**config.mk**
```make
export PLATFORM = sky130hd
export DESIGN_NAME = muldiv_unit
export DESIGN_NICKNAME = d
export VERILOG_FILES = /design/src/rtl/muldiv_unit.sv
export SDC_FILE = /design/constraint.sdc
export NUM_CORES = 1
export LEC_CHECK = 0
export CORE_ASPECT_RATIO = 0.8
export CORE_MARGIN = 8
export CORE_UTILIZATION = 55
export CTS_BUF_LIST = sky130_fd_sc_hd__clkbuf_8
export CTS_CLUSTER_DIAMETER = 150
export DETAILED_ROUTE_END_ITERATION = 10
export GPL_TIMING_DRIVEN = 0
export HOLD_SLACK_MARGIN = 0.08
export MAX_ROUTING_LAYER = met4
export PLACE_DENSITY = 0.88
export REMOVE_ABC_BUFFERS = 1
export SLEW_MARGIN = 5
export SYNTH_ARGS = -nofsm -noshare
export SYNTH_HDL_FRONTEND = slang
export SYNTH_SLANG_ARGS = --single-unit
```
**constraint.sdc**
```tcl
create_clock -name clk -period 4.1 [get_ports clk]
set_input_delay 0.82 -clock clk [delete_from_list [all_inputs] [get_ports clk]]
set_output_delay 0.82 -clock clk [all_outputs]
set_load 0.005 [all_outputs]
```
**src/rtl/muldiv_unit.sv**
```systemverilog
// Multi-cycle unsigned multiply/divide unit: shift-add multiplier and restoring divider,
// one iteration per clock, full HI/LO result presented with a one-cycle done pulse.
module muldiv_unit #(
  parameter int WIDTH = 32
) (
  input  logic             clk,
  input  logic             reset,
  input  logic             start,
  input  logic [3:0]       option,
  input  logic [WIDTH-1:0] oprd1,
  input  logic [WIDTH-1:0] oprd2,
  output logic             busy,
  output logic             done,
  output logic [WIDTH-1:0] hi,
  output logic [WIDTH-1:0] lo,
  output logic [WIDTH-1:0] result,
  output logic             div_zero
);

  localparam int CW = $clog2(WIDTH + 1);
  localparam logic [3:0] OP_MUL = 4'b1000;
  localparam logic [3:0] OP_DIV = 4'b1001;

  typedef enum logic [1:0] {
    S_IDLE = 2'd0,
    S_RUN  = 2'd1,
    S_DONE = 2'd2
  } state_t;

  state_t             state_q, state_d;
  logic [CW-1:0]      cnt_q, cnt_d;
  logic               is_div_q, is_div_d;
  logic [WIDTH-1:0]   opa_q, opa_d;
  logic [WIDTH-1:0]   opb_q, opb_d;
  logic [2*WIDTH-1:0] acc_q, acc_d;
  logic [WIDTH-1:0]   hi_q, hi_d;
  logic [WIDTH-1:0]   lo_q, lo_d;
  logic               dz_q, dz_d;
  logic               busy_q, busy_d;
  logic               done_q, done_d;

  logic [WIDTH:0]     mul_add;
  logic [2*WIDTH-1:0] mul_next;
  logic [WIDTH:0]     div_shift;
  logic [WIDTH+1:0]   div_diff;
  logic               div_neg;
  logic [WIDTH-1:0]   div_rem;
  logic [2*WIDTH-1:0] div_next;
  logic [2*WIDTH-1:0] iter_next;

  // One iteration of each algorithm. Multiply: acc holds the partial product, shifted right
  // while opb supplies multiplier bits. Divide: acc = {remainder, quotient}, opa shifts the
  // dividend out MSB first; the extra diff bit acts as the trial-subtract sign.
  always_comb begin
    mul_add   = {1'b0, acc_q[2*WIDTH-1:WIDTH]} + (opb_q[0] ? {1'b0, opa_q} : {(WIDTH+1){1'b0}});
    mul_next  = {mul_add, acc_q[WIDTH-1:1]};
    div_shift = {acc_q[2*WIDTH-1:WIDTH], opa_q[WIDTH-1]};
    div_diff  = {1'b0, div_shift} - {2'b00, opb_q};
    div_neg   = div_diff[WIDTH+1];
    div_rem   = div_neg ? div_shift[WIDTH-1:0] : div_diff[WIDTH-1:0];
    div_next  = {div_rem, acc_q[WIDTH-2:0], ~div_neg};
    iter_next = is_div_q ? div_next : mul_next;
  end

  always_comb begin
    state_d  = state_q;
    cnt_d    = cnt_q;
    is_div_d = is_div_q;
    opa_d    = opa_q;
    opb_d    = opb_q;
    acc_d    = acc_q;
    hi_d     = hi_q;
    lo_d     = lo_q;
    dz_d     = dz_q;
    case (state_q)
      S_IDLE: begin
        if (start && ((option == OP_MUL) || (option == OP_DIV))) begin
          state_d  = S_RUN;
          is_div_d = (option == OP_DIV);
          opa_d    = oprd1;
          opb_d    = oprd2;
          cnt_d    = CW'(WIDTH);
          acc_d    = '0;
        end
      end
      S_RUN: begin
        acc_d = iter_next;
        cnt_d = cnt_q - CW'(1);
        if (is_div_q) begin
          opa_d = {opa_q[WIDTH-2:0], 1'b0};
        end else begin
          opb_d = {1'b0, opb_q[WIDTH-1:1]};
        end
        if (cnt_q == CW'(1)) begin
          state_d = S_DONE;
          hi_d    = iter_next[2*WIDTH-1:WIDTH];
          lo_d    = iter_next[WIDTH-1:0];
          // opb is never shifted in divide mode, so it still holds the divisor here
          dz_d    = is_div_q && (opb_q == '0);
        end
      end
      S_DONE:  state_d = S_IDLE;
      default: state_d = S_IDLE;
    endcase
    busy_d = (state_d != S_IDLE);
    done_d = (state_d == S_DONE);
  end

  always_ff @(posedge clk) begin
    if (reset) begin
      state_q  <= S_IDLE;
      cnt_q    <= '0;
      is_div_q <= 1'b0;
      opa_q    <= '0;
      opb_q    <= '0;
      acc_q    <= '0;
      hi_q     <= '0;
      lo_q     <= '0;
      dz_q     <= 1'b0;
      busy_q   <= 1'b0;
      done_q   <= 1'b0;
    end else begin
      state_q  <= state_d;
      cnt_q    <= cnt_d;
      is_div_q <= is_div_d;
      opa_q    <= opa_d;
      opb_q    <= opb_d;
      acc_q    <= acc_d;
      hi_q     <= hi_d;
      lo_q     <= lo_d;
      dz_q     <= dz_d;
      busy_q   <= busy_d;
      done_q   <= done_d;
    end
  end

  assign busy     = busy_q;
  assign done     = done_q;
  assign hi       = hi_q;
  assign lo       = lo_q;
  assign result   = lo_q;
  assign div_zero = dz_q;

endmodule

```
# --- After elaboration in Yosys (flattened, before gate mapping) ---
# Cells that the tools add are included.
totals:
  latch_bits: 0
  n_memories: 0
  mem_bits_rw: 0
  in_bits: 71
  ff_bits: 204
  elab_cells: 51
  out_inout_bits: 99
  rom_bits: 0
classes:
  bitwise_logic: 1
  reduce_logical: 12
  order_cmp: 0
  eq_ne: 8
  n_shift: 0
  n_addsub: 3
  n_div: 0
  multipliers: 0
  mux: 16
op_table:
  columns: ["cell", "count"]
  rows:
  - ["$mux 32", 6]
  - ["$mux 64", 2]
  - ["$pmux 32 s2", 2]
  - ["$pmux 64 s2", 1]
  - ["$sub 33x32->34", 1]
  - ["$add 32x32->33", 1]
  - ["$logic_not 32->1", 1]
  - ["$pmux 6 s2", 1]
  - ["$eq 4x4->1 const B", 2]
  - ["$eq 6x1->1 const B", 1]
  - ["$mux 6", 1]
  - ["$ne 2x2->1 const B", 3]
  - ["$reduce_and 2->1", 3]
  - ["$reduce_and 3->1", 2]
  - ["$sub 6x1->6 const B", 1]
  - ["$mux 2", 2]
  - ["$pmux 2 s2", 1]
  - ["$reduce_bool 2->1", 2]
  - ["$eq 2x1->1 const B", 1]
  - ["$eq 2x2->1 const B", 1]
  - ["$logic_and 1x1->1", 2]
  - ["$logic_not 2->1", 1]
  - ["$logic_or 1x1->1", 1]
  - ["$not 1->1", 1]

# --- Logic depth before layout (Yosys ltp) ---
# Gate-level depths: netlist (run 1).
depth:
  ltp_word: 6
  mapped_depth: 14

# --- Least setup slack after synthesis (run 1) ---
# No wires, ideal clock.
synth_timing:
  kind: "reg-to-reg"
  from: "register opb_q[5]"
  to: "register hi_q[28], in the netlist hi[28]"
  path_slack_ps: 1217
  period_less_slack_ps: 2883
  required_ps: 4021
  stages_incl_launch_ff: 12
  t_arrival_ps: 2803
  setup_ps: 79
  cell_sequence: "dfxtp_1 > inv_1 > ha_1 > a21o_1 > a211oi_2 > a21oi_2 > a311oi_4 > a211oi_2 > or4_1 > a311oi_1 > a311oi_1 > a211oi_2"
synth_via:
  elab_chain_len: 3
synth_rtl:
  columns: ["item", "line_no", "rtl"]
  rows:
  - ["start: declaration", "34", "logic [WIDTH-1:0] opb_q, opb_d;"]
  - ["start signal: assignment", "127", "opb_q <= opb_d;"]
  - ["$sub 33x32->34", "58", "div_diff = {1'b0, div_shift} - {2'b00, opb_q};"]
  - ["$mux 32", "60", "div_rem = div_neg ? div_shift[WIDTH-1:0] : div_diff[WIDTH-1:0];"]
  - ["$mux 64", "62", "iter_next = is_div_q ? div_next : mul_next;"]
  - ["end signal: assignment", "129", "hi_q <= hi_d;"]
  - ["end: declaration", "36", "logic [WIDTH-1:0] hi_q, hi_d;"]
# No other way between the ends.
# A chain may end at the register's enable or synchronous reset.

# --- Worst setup path in the final report (run 1) ---
layout_timing:
  from: "register opb_q[31]"
  to: "register acc_q[60]"
layout_via:
  elab_chain_len: 4
layout_rtl:
  columns: ["item", "line_no", "rtl"]
  rows:
  - ["$sub 33x32->34", "58", null]
  - ["$mux 32", "60", null]
  - ["$mux 64", "62", null]
  - ["$pmux 64 s2", "75", "case (state_q)"]
  - ["end signal: assignment", "116", "acc_q <= '0;"]
  - ["end signal: assignment", "128", "acc_q <= acc_d;"]
  - ["end: declaration", "35", "logic [2*WIDTH-1:0] acc_q, acc_d;"]
# No other way between the ends.

==> results.py, run 1 <==
metrics = {
    "finish": {
        "fin_area_sq_mm": 0.0153,
        "drive_gt1_share_pct": 5.64,
        "final_nets": 1887,
        "num_antenna_cells": 0,
        "utilization_pct": 66.0,
        "area_growth_pct": 19.1,
        "multi_input_area_sq_mm": 0.00793,
        "nFillCells": 1977,
        "ff_latch_area_sq_mm": 0.00409,
    },
    "clocking": {
        "cts_made_buffers": 36,
        "clock_latency_ns": 0.54,
        "postCtsHoldBufs": 0,
        "htreeDepth": 2,
        "cts.clk_slew.worst_paths_ns": 0.06,
        "cts_buffer_depth": 3,
        "postCtsSetupBuffers": 0,
        "cts.sinks": 204,
        "cts_root_buffer": "clkbuf_8",
        "cts_tree": "done",
        "cts-resized-gates": 1,
    },
    "floorplan": {
        "core_area_sq_mm": 0.0232,
        "die_y_microns": 153,
        "die-area_sq_mm": 0.0286,
        "die_w_microns": 187,
        "initial_core_util_pct": 55.4,
        "io_pins": 170,
        "rows": 50,
    },
    "placed_design": {
        "port_buffers": 169,
        "hpwl_microns": 26800,
        "gp_congestion": 0.904,
        "place_area_sq_mm": 0.0146,
    },
    "synth": {
        "yosys_warnings": 0,
        "synthFlopType": "dfxtp_1",
        "synth_cell_types": 75,
        "syn-mean-instance-area_sq_um": 7.70,
        "synth_compound_gate_area_share_pct": 26.7,
        "async_flop_share_pct": 0,
        "ys_seq_area_share_pct": 31.8,
        "synth_top_area_share_pct": 31.8,
        "yosys.area_share.adder_pct": 6.83,
        "netlist_top_cells_count": "234 x nor2_1, 212 x nand2_1, 204 x dfxtp_1",
        "yosys.area_share.simple_pct": 20.6,
        "netlist_instances": 1670,
        "synth_edf_count": 0,
        "synth_top_family_by_area": "compound AO/OA/AOI/OAI gates",
        "synth-xor-area-share_pct": 3.13,
        "muxShareOfSynthArea_pct": 3.92,
        "synth.area.top_cells": "dfxtp_1 32%, nor2_1 6.8%, ha_1 6.5%",
        "ys_seq_elements": 204,
        "netlist_area_sq_mm": 0.0129,
        "synth_most_common_cell": "nor2_1",
        "yosysTopAreaCell": "dfxtp_1",
    },
    "power": {
        "sw_frac_of_total_pct": 28.7,
        "power.internal_w": 0.00338,
        "p_sw_w": 0.00136,
        "power.leakage_nw": 5.83,
        "ir_drop_mv": 0.238,
        "combPwrFrac_pct": 15.8,
        "p_seq_share_pct": 43.9,
        "powerDensity_mw_per_mm2": 310,
        "power_w": 0.00475,
        "power_frac_clock_pct": 40.3,
    },
    "detailed_routing": {
        "routed_wl_microns": 36600,
        "drt_first_pass_iters": 5,
        "drt_iter0_markers": 965,
        "wl_per_cell_microns": 17.6,
        "ant_nets": 0,
        "drc": 0,
        "num_vias": 12500,
        "via_per_inst": 5.99,
    },
    "hold_path": {
        "hp-class": "flip-flop to flip-flop",
    },
    "critical_path": {
        "end_kind": "flip-flop",
        "cp_max_fo": 13,
        "start_kind": "flip-flop",
        "timing_worst_setup_path_type": "flip-flop to flip-flop",
        "crit_required_ns": 4.48,
        "crit_arrival_ns": 4.19,
    },
    "timing": {
        "final-setup-viol-count": 0,
        "report.final.slew_viol_count": 0,
        "fin_worst_skew_ns": 0.0172,
        "tightest_slew_ns": 1.11,
        "rsz0062_at_grt": "no",
        "fmax_mhz": 263,
        "hold_violations": 0,
        "max_slew_margin_pct": 25.6,
        "finalCriticalPeriod_ns": 3.81,
        "finalCritPeriodShare_pct": 92.9,
    },
    "grt": {
        "grt_usage_pct": 25.2,
        "grt_pass1_vias": 12000,
        "grt_pass1_wl_microns": 59700,
        "grt_max_degree": 124,
        "antenna_found_initial": 0,
        "overflow": 0,
    },
    "run_status": {
        "status": "finished clean",
    },
    "flow_run": {
        "drv.max_cap_violation_count": 0,
    },
}
-- power groups by stage --
stage / Sequential [W] / Combinational, W / Clock (W)
after floorplan: 0.00211 / 0.000497 / 0
after global routing: 0.00209 / 0.000828 / 0.00204
final: 0.00208 / 0.000751 / 0.00191
after CTS: 0.00208 / 0.000742 / 0.00195
after global placement: 0.00213 / 0.000723 / 0
after detailed placement: 0.00212 / 0.000737 / 0
-- area by class of cell --
cell class	instances	share of cell area [%]
multi-input combinational	1262	51.8
sequential	204	26.7
timing repair buffer	187	12.8
clock buffer	47	4.23
tap	312	2.55
inverter	56	1.37
clock inverter	18	0.580
-- state kept, by name, summed over array words and instances (netlist names), 2 cells and up --
signal	flops
acc_q	64
hi	32
lo	32
opa_q	32
opb_q	32
cnt_q	6
state_q	2
-- logic make-up after synthesis --
logic type	Yosys count
buffers and inverters	204
adder cells (fa/ha/maj)	69
XOR/XNOR	46
flip-flops	204
AO/OA/AOI/OAI	491
multiplexers	50
AND/OR/NAND/NOR	606
-- cells in the final DEF, fill, tap and decap left out, drive strengths merged, types with 36 or more instances in the layout --
cell type and count:
o21ai 61, a211oi 54, clkbuf 47, dfxtp 204
a31oi 45, a311oi 70, a21oi 113, nand2 213
a21o 36, clkdlybuf4s50 168, ha 67, nor2 235
inv 68, mux2i 47
-- stage by stage --
stage	TNS, ns	setup slack, ns	hold WS [ns]	instances
global placement	-1345.22	-14.41	0.443	2003
CTS	0	0.229	0.458	2086
global route	0	0.137	0.476	2086
finish	0	0.291	0.459	2086
detailed placement	-0.108	-0.0677	0.450	2021
floorplan	-559.62	-7.74	0.442	1522
-- critical path, cell delays in order, from the launching register on --
cell and delay (ns):
dfxtp_1 0.51, inv_1 0.25, ha_1 0.27, a2111oi_0 0.67, a32oi_1 0.58, nor2_4 0.57
a311oi_1 0.14, a311oi_1 0.53, o21ai_1 0.12
-- final timing paths --
kind | depth (start not counted) | to | slack [ns] | start
hold / removal | 2 | hi[17] | 0.46 | hi[17]
hold reg to reg | 2 | hi[17] | 0.46 | hi[17]
setup / recovery | 8 | acc_q[60] | 0.29 | opb_q[31]
setup reg to reg | 8 | acc_q[60] | 0.29 | opb_q[31]
-- layer usage --
metal,global-route usage (%),vias up,share of wire (%)
li1,-,6126,-
met1,32.3,5866,45
met2,39.9,424,45
met3,4.39,78,6.6
met4,8.42,0,2.8
met5,-,-,0
No activity file was read; power rests on OpenSTA's default activity.
==> run 2, diff against run 1 <==
--- a/config.mk
+++ b/config.mk
@@ -6,7 +6,7 @@
 export NUM_CORES = 1
 export LEC_CHECK = 0
 export CORE_ASPECT_RATIO = 0.8
-export CORE_MARGIN = 8
+export CORE_MARGIN = 2
 export CORE_UTILIZATION = 55
 export CTS_BUF_LIST = sky130_fd_sc_hd__clkbuf_8
 export CTS_CLUSTER_DIAMETER = 150
==> run 2 against run 1 <==
Effect of this change:
- sequential cell count unchanged
- clock-buffer cell count decreased by 5
- clock power about the same
- register-to-register slack got worse by 0.10 ns
- die area decreased by 14%
- first-iteration DRC count increased by 16%
- maximum frequency decreased by 2.6%
- core utilization increased by 0.065 points
- critical path type unchanged
- highest routed layer unchanged
==> results.py, run 2 (synthesized netlist as in run 1, its figures left out) <==
metrics = {
    "run_status": {
        "status": "finished clean",
    },
    "placed_design": {
        "gp_congestion": 0.929,
        "pre_cts_ws_ns": -0.0286,
        "dpl.cell_count": 2021,
        "port_buffers": 169,
        "hpwl_microns": 26100,
        "place_area_sq_mm": 0.0146,
    },
    "clocking": {
        "postCtsHoldBufs": 0,
        "cts_root_buffer": "clkbuf_8",
        "clock_latency_ns": 0.54,
        "cts_tree": "done",
        "cts.sinks": 204,
        "postCtsSetupBuffers": 0,
        "cts_buffer_depth": 3,
        "htreeDepth": 2,
        "cts_made_buffers": 36,
        "cts.clk_slew.worst_paths_ns": 0.06,
    },
    "finish": {
        "drive_gt1_share_pct": 5.48,
        "final_cells": 2082,
        "largest_register_ff_count": 64,
        "final_nets": 1887,
        "largest_register": "acc_q",
        "most-common-layout-cells": "233 x nor2_1, 211 x nand2_1, 202 x dfxtp_1",
        "fin_area_sq_mm": 0.0153,
        "area_growth_pct": 18.8,
        "num_antenna_cells": 0,
        "final_common_cell": "nor2_1",
    },
    "floorplan": {
        "rows": 50,
        "initial_core_util_pct": 55.6,
        "die-area_sq_mm": 0.0246,
        "die_y_microns": 141,
        "io_pins": 170,
        "die_w_microns": 175,
        "core_area_sq_mm": 0.0231,
    },
    "timing": {
        "fin_worst_skew_ns": 0.0251,
        "fmax_mhz": 256,
        "finalCritPeriodShare_pct": 95.4,
        "finalCriticalPeriod_ns": 3.91,
        "rsz0062_at_grt": "no",
        "layout_setup_ws_ns": 0.189,
        "max_slew_margin_pct": 24.5,
        "tightest_slew_ns": 1.13,
        "hold_violations": 0,
        "final-setup-viol-count": 0,
        "report.final.slew_viol_count": 0,
    },
    "grt": {
        "antenna_found_initial": 0,
        "overflow": 0,
        "grt_pass1_wl_microns": 58300,
        "grt_usage_pct": 29.5,
        "grt_max_degree": 118,
        "grt_pass1_vias": 11600,
    },
    "detailed_routing": {
        "drt_first_pass_iters": 5,
        "wl_per_cell_microns": 17.3,
        "drt_iter0_markers": 1117,
        "ant_nets": 0,
        "drc": 0,
        "via_per_inst": 6.05,
        "num_vias": 12600,
        "routed_wl_microns": 36100,
    },
    "flow_run": {
        "drv.max_cap_violation_count": 0,
    },
    "power": {
        "powerDensity_mw_per_mm2": 311,
        "power.leakage_nw": 5.82,
        "ir_drop_mv": 0.240,
        "power_w": 0.00476,
    },
    "critical_path": {
        "start_kind": "flip-flop",
        "end_kind": "flip-flop",
        "crit_arrival_ns": 4.31,
        "timing_worst_setup_path_type": "flip-flop to flip-flop",
        "crit_required_ns": 4.50,
        "cp_max_fo": 13,
    },
    "hold_path": {
        "hp-class": "flip-flop to flip-flop",
    },
}
run 2: changes by cell type in the layout (fill, tap and decap cells not counted), moves of 2 or more:
| cell | delta |
|---|---|
| clkinv_2 | +3 |
| clkbuf_8 | -5 |
| bufinv_16 | +2 |
| clkinvlp_4 | -2 |
run 2: worst paths after layout:
check | startpoint | to | slack (ns) | depth (start not counted)
setup / recovery | opb_q[31] | hi[28] | 0.19 | 8
hold / removal | hi[15] | hi[15] | 0.45 | 2
setup reg to reg | opb_q[31] | hi[28] | 0.19 | 8
hold reg to reg | hi[15] | hi[15] | 0.45 | 2
run 2: worst max-delay path, cell delays in order, from the launching register on:
cell and delay (ns):
dfxtp_1 0.52, inv_1 0.24, ha_1 0.26, a2111oi_0 0.62, a32oi_1 0.54, nor2_2 0.85
a311oi_1 0.13, a311oi_1 0.47, a211oi_2 0.13
run 2: stage by stage:
stage	setup TNS [ns]	hold WS, ns	utilization (%)
after floorplan	-559.62	0.442	-
after global placement	-1337.60	0.444	61.6
after detailed placement	-0.0609	0.449	62.9
after CTS	0	0.458	66.0
after global routing	0	0.475	66.0
final	0	0.455	66.0
run 2: power by group:
| part | internal (W) | switching, W |
|---|---|---|
| Clock | 0.00106 | 0.000856 |
| Combinational | 0.000320 | 0.000439 |
| Sequential | 0.00203 | 0.0000542 |
| Total | 0.00341 | 0.00135 |
run 2: timing repair:
item	4_1_cts	5_1_grt
setup endpoints to repair	4	0
gates resized for setup	1	0
hold endpoints to repair	0	0
run 2: layer usage:
| metal | wire (microns) | share of wire, % | global-route usage (%) |
|---|---|---|---|
| met5 | 0 | 0 | - |
| met4 | 994 | 2.8 | 10.2 |
| met3 | 2370 | 6.6 | 4.50 |
| met2 | 16300 | 45 | 45.3 |
| met1 | 16500 | 46 | 39.8 |
run 2: layout make-up:
| type | count | area [sq um] |
|---|---|---|
| multi-input combinational | 1262 | 7920 |
| fill | 1979 | 7870 |
| sequential | 204 | 4090 |
| timing repair buffer | 187 | 1950 |
| clock buffer | 42 | 578 |
| tap | 312 | 390 |
| inverter | 56 | 210 |
| clock inverter | 19 | 136 |
==> run 3, diff against run 2 <==
--- a/config.mk
+++ b/config.mk
@@ -15,6 +15,7 @@
 export HOLD_SLACK_MARGIN = 0.08
 export MAX_ROUTING_LAYER = met4
 export PLACE_DENSITY = 0.88
+export RECOVER_POWER = 100
 export REMOVE_ABC_BUFFERS = 1
 export SLEW_MARGIN = 5
 export SYNTH_ARGS = -nofsm -noshare
==> run 3 against run 2 <==
Effect of this change:
- highest routed layer unchanged
- non-clock buffer count did not move
- largest power group unchanged
- setup slack got worse by 0.0072 ns
- die area did not move
- total power down 0.16%
- the flow now finishes with violations (max-capacitance violations, max-slew violations)
- sequential power hardly changed
- critical path depth stayed put
- clock skew barely moved
- global-route usage unchanged
- combinational power decreased by 0.9%
- routed wire length is 0.10% higher
- maximum frequency down 0.18%
- clock-buffer cell count is the same
==> results.py, run 3 (synthesized netlist as in run 1, its figures left out) <==
metrics = {
    "run_status": {
        "status": "finished, violations left",
        "violations": "max-capacitance violations, max-slew violations",
    },
    "finish": {
        "nFillCells": 1997,
        "multi_input_area_sq_mm": 0.00789,
        "area_growth_pct": 18.3,
        "ff_latch_area_sq_mm": 0.00409,
        "final_common_cell": "nor2_1",
        "largest_register_ff_count": 64,
        "most-common-layout-cells": "234 x nor2_1, 212 x nand2_1, 202 x dfxtp_1",
        "largest_register": "acc_q",
        "drive_gt1_share_pct": 4.92,
        "num_antenna_cells": 0,
        "final_nets": 1887,
    },
    "critical_path": {
        "crit_arrival_ns": 4.32,
        "r2r_setup_slack_ns": 0.18,
        "start_kind": "flip-flop",
        "reg2regPathDepth": 8,
        "reg2reg_from": "opb_q[31]",
        "cp_max_fo": 13,
        "end_kind": "flip-flop",
        "timing_worst_setup_path_type": "flip-flop to flip-flop",
        "r2r-end": "acc_q[60]",
        "crit_required_ns": 4.50,
    },
    "hold_path": {
        "hp-class": "flip-flop to flip-flop",
        "min_to": "hi[15]",
        "hold_path.startpoint": "hi[15]",
        "hold_depth": 2,
    },
    "timing": {
        "layout_setup_ws_ns": 0.181,
        "hold_violations": 0,
        "report.final.slew_viol_count": 66,
        "final.setup.tns_ns": 0,
        "tightest_slew_ns": 1.65,
        "fin_worst_skew_ns": 0.0251,
        "finalCriticalPeriod_ns": 3.92,
        "fmax_mhz": 255,
        "rsz0062_at_grt": "no",
        "final-setup-viol-count": 0,
        "finalCritPeriodShare_pct": 95.6,
        "max_slew_margin_pct": -10.3,
    },
    "grt": {
        "grt_pass1_wl_microns": 58300,
        "antenna_found_initial": 0,
        "overflow": 0,
        "grt_pass1_vias": 11600,
        "grt_max_degree": 118,
        "grt_usage_pct": 29.5,
    },
    "detailed_routing": {
        "ant_nets": 0,
        "drc": 0,
        "num_vias": 12600,
        "drt_iter0_markers": 1087,
        "via_per_inst": 6.06,
        "wl_per_cell_microns": 17.4,
        "drt_first_pass_iters": 6,
        "routed_wl_microns": 36200,
    },
    "power": {
        "ir_drop_mv": 0.240,
        "powerDensity_mw_per_mm2": 312,
        "power_w": 0.00475,
        "power.leakage_nw": 6.15,
    },
    "floorplan": {
        "io_pins": 170,
        "rows": 50,
        "die_w_microns": 175,
        "die-area_sq_mm": 0.0246,
        "die_y_microns": 141,
        "initial_core_util_pct": 55.6,
        "core_area_sq_mm": 0.0231,
    },
    "clocking": {
        "cts.sinks": 204,
        "postCtsSetupBuffers": 0,
        "htreeDepth": 2,
        "cts-resized-gates": 1,
        "postCtsHoldBufs": 0,
        "clock_latency_ns": 0.54,
        "cts.clk_slew.worst_paths_ns": 0.06,
        "cts_made_buffers": 36,
        "cts_root_buffer": "clkbuf_8",
        "cts_buffer_depth": 3,
        "cts_tree": "done",
    },
    "placed_design": {
        "gp_congestion": 0.929,
        "port_buffers": 169,
        "pre_cts_ws_ns": -0.0286,
        "hpwl_microns": 26100,
    },
    "flow_run": {
        "drv.max_cap_violation_count": 2,
    },
}
==> run 3: cell count changes in the layout (fill, tap and decap cells not counted), moves of 2 or more <==
cell / previous run / this run
clkbuf_2: 0 / 2
buf_4: 8 / 3
clkdlybuf4s50_1: 168 / 68
dlygate4sd3_1: 0 / 100
o21ai_0: 41 / 50
clkbuf_1: 0 / 5
o21ai_1: 20 / 11
==> run 3: worst max-delay path by stage <==
stage,start,end,slack [ns],cells after the start
finish,opb_q[31],acc_q[60],0.18,8
global route,opb_q[0],acc_q[53],0.05,12
CTS,opb_q[0],hi[28],0.34,10
detailed placement,opb_q[0],hi[28],-0.03,10
global placement,state_q[0],hi[24],-14.50,5
floorplan,state_q[0],hi[24],-7.74,5
==> run 3: stage by stage <==
step / hold slack (ns) / cell area, sq um / util (%) / std cells
global route: 0.478 / 15200 / 65.7 / 2082
finish: 0.452 / 15200 / 65.7 / 2082
floorplan: 0.442 / 12200 / - / 1522
detailed placement: 0.449 / 14600 / 62.9 / 2021
global placement: 0.444 / 14300 / 61.6 / 2003
CTS: 0.458 / 15300 / 66.0 / 2082
==> run 3: final cells by class <==
type	instances	share of cell area [%]
Multi-Input combinational cell	1262	51.9
Sequential cell	204	26.9
Timing Repair Buffer	187	12.6
Clock buffer	42	3.80
Tap cell	312	2.57
Inverter	56	1.38
Clock inverter	19	0.897
==> run 3: critical path, stage by stage, from the launching register on <==
cell and delay, ns:
dfxtp_1 0.52, inv_1 0.23, ha_1 0.26, a2111oi_0 0.64
a32oi_1 0.55, nor2_2 0.85, a311oi_1 0.13, a311oi_1 0.44
o21ai_0 0.14
==> run 3: routing by layer <==
metal	global-route usage [%]	vias to the layer above	share of wire, %
met3	4.50	93	7.1
met2	45.3	509	45
met1	39.8	5871	45
met4	10.2	0	2.9
li1	-	6134	-
met5	-	-	0
==> run 3: power breakdown <==
part	total (W)	leakage, nW	internal, W	switching [W]
clock network	0.00191	0.412	0.00106	0.000856
registers	0.00208	1.65	0.00203	0.0000537
logic	0.000751	4.09	0.000316	0.000435
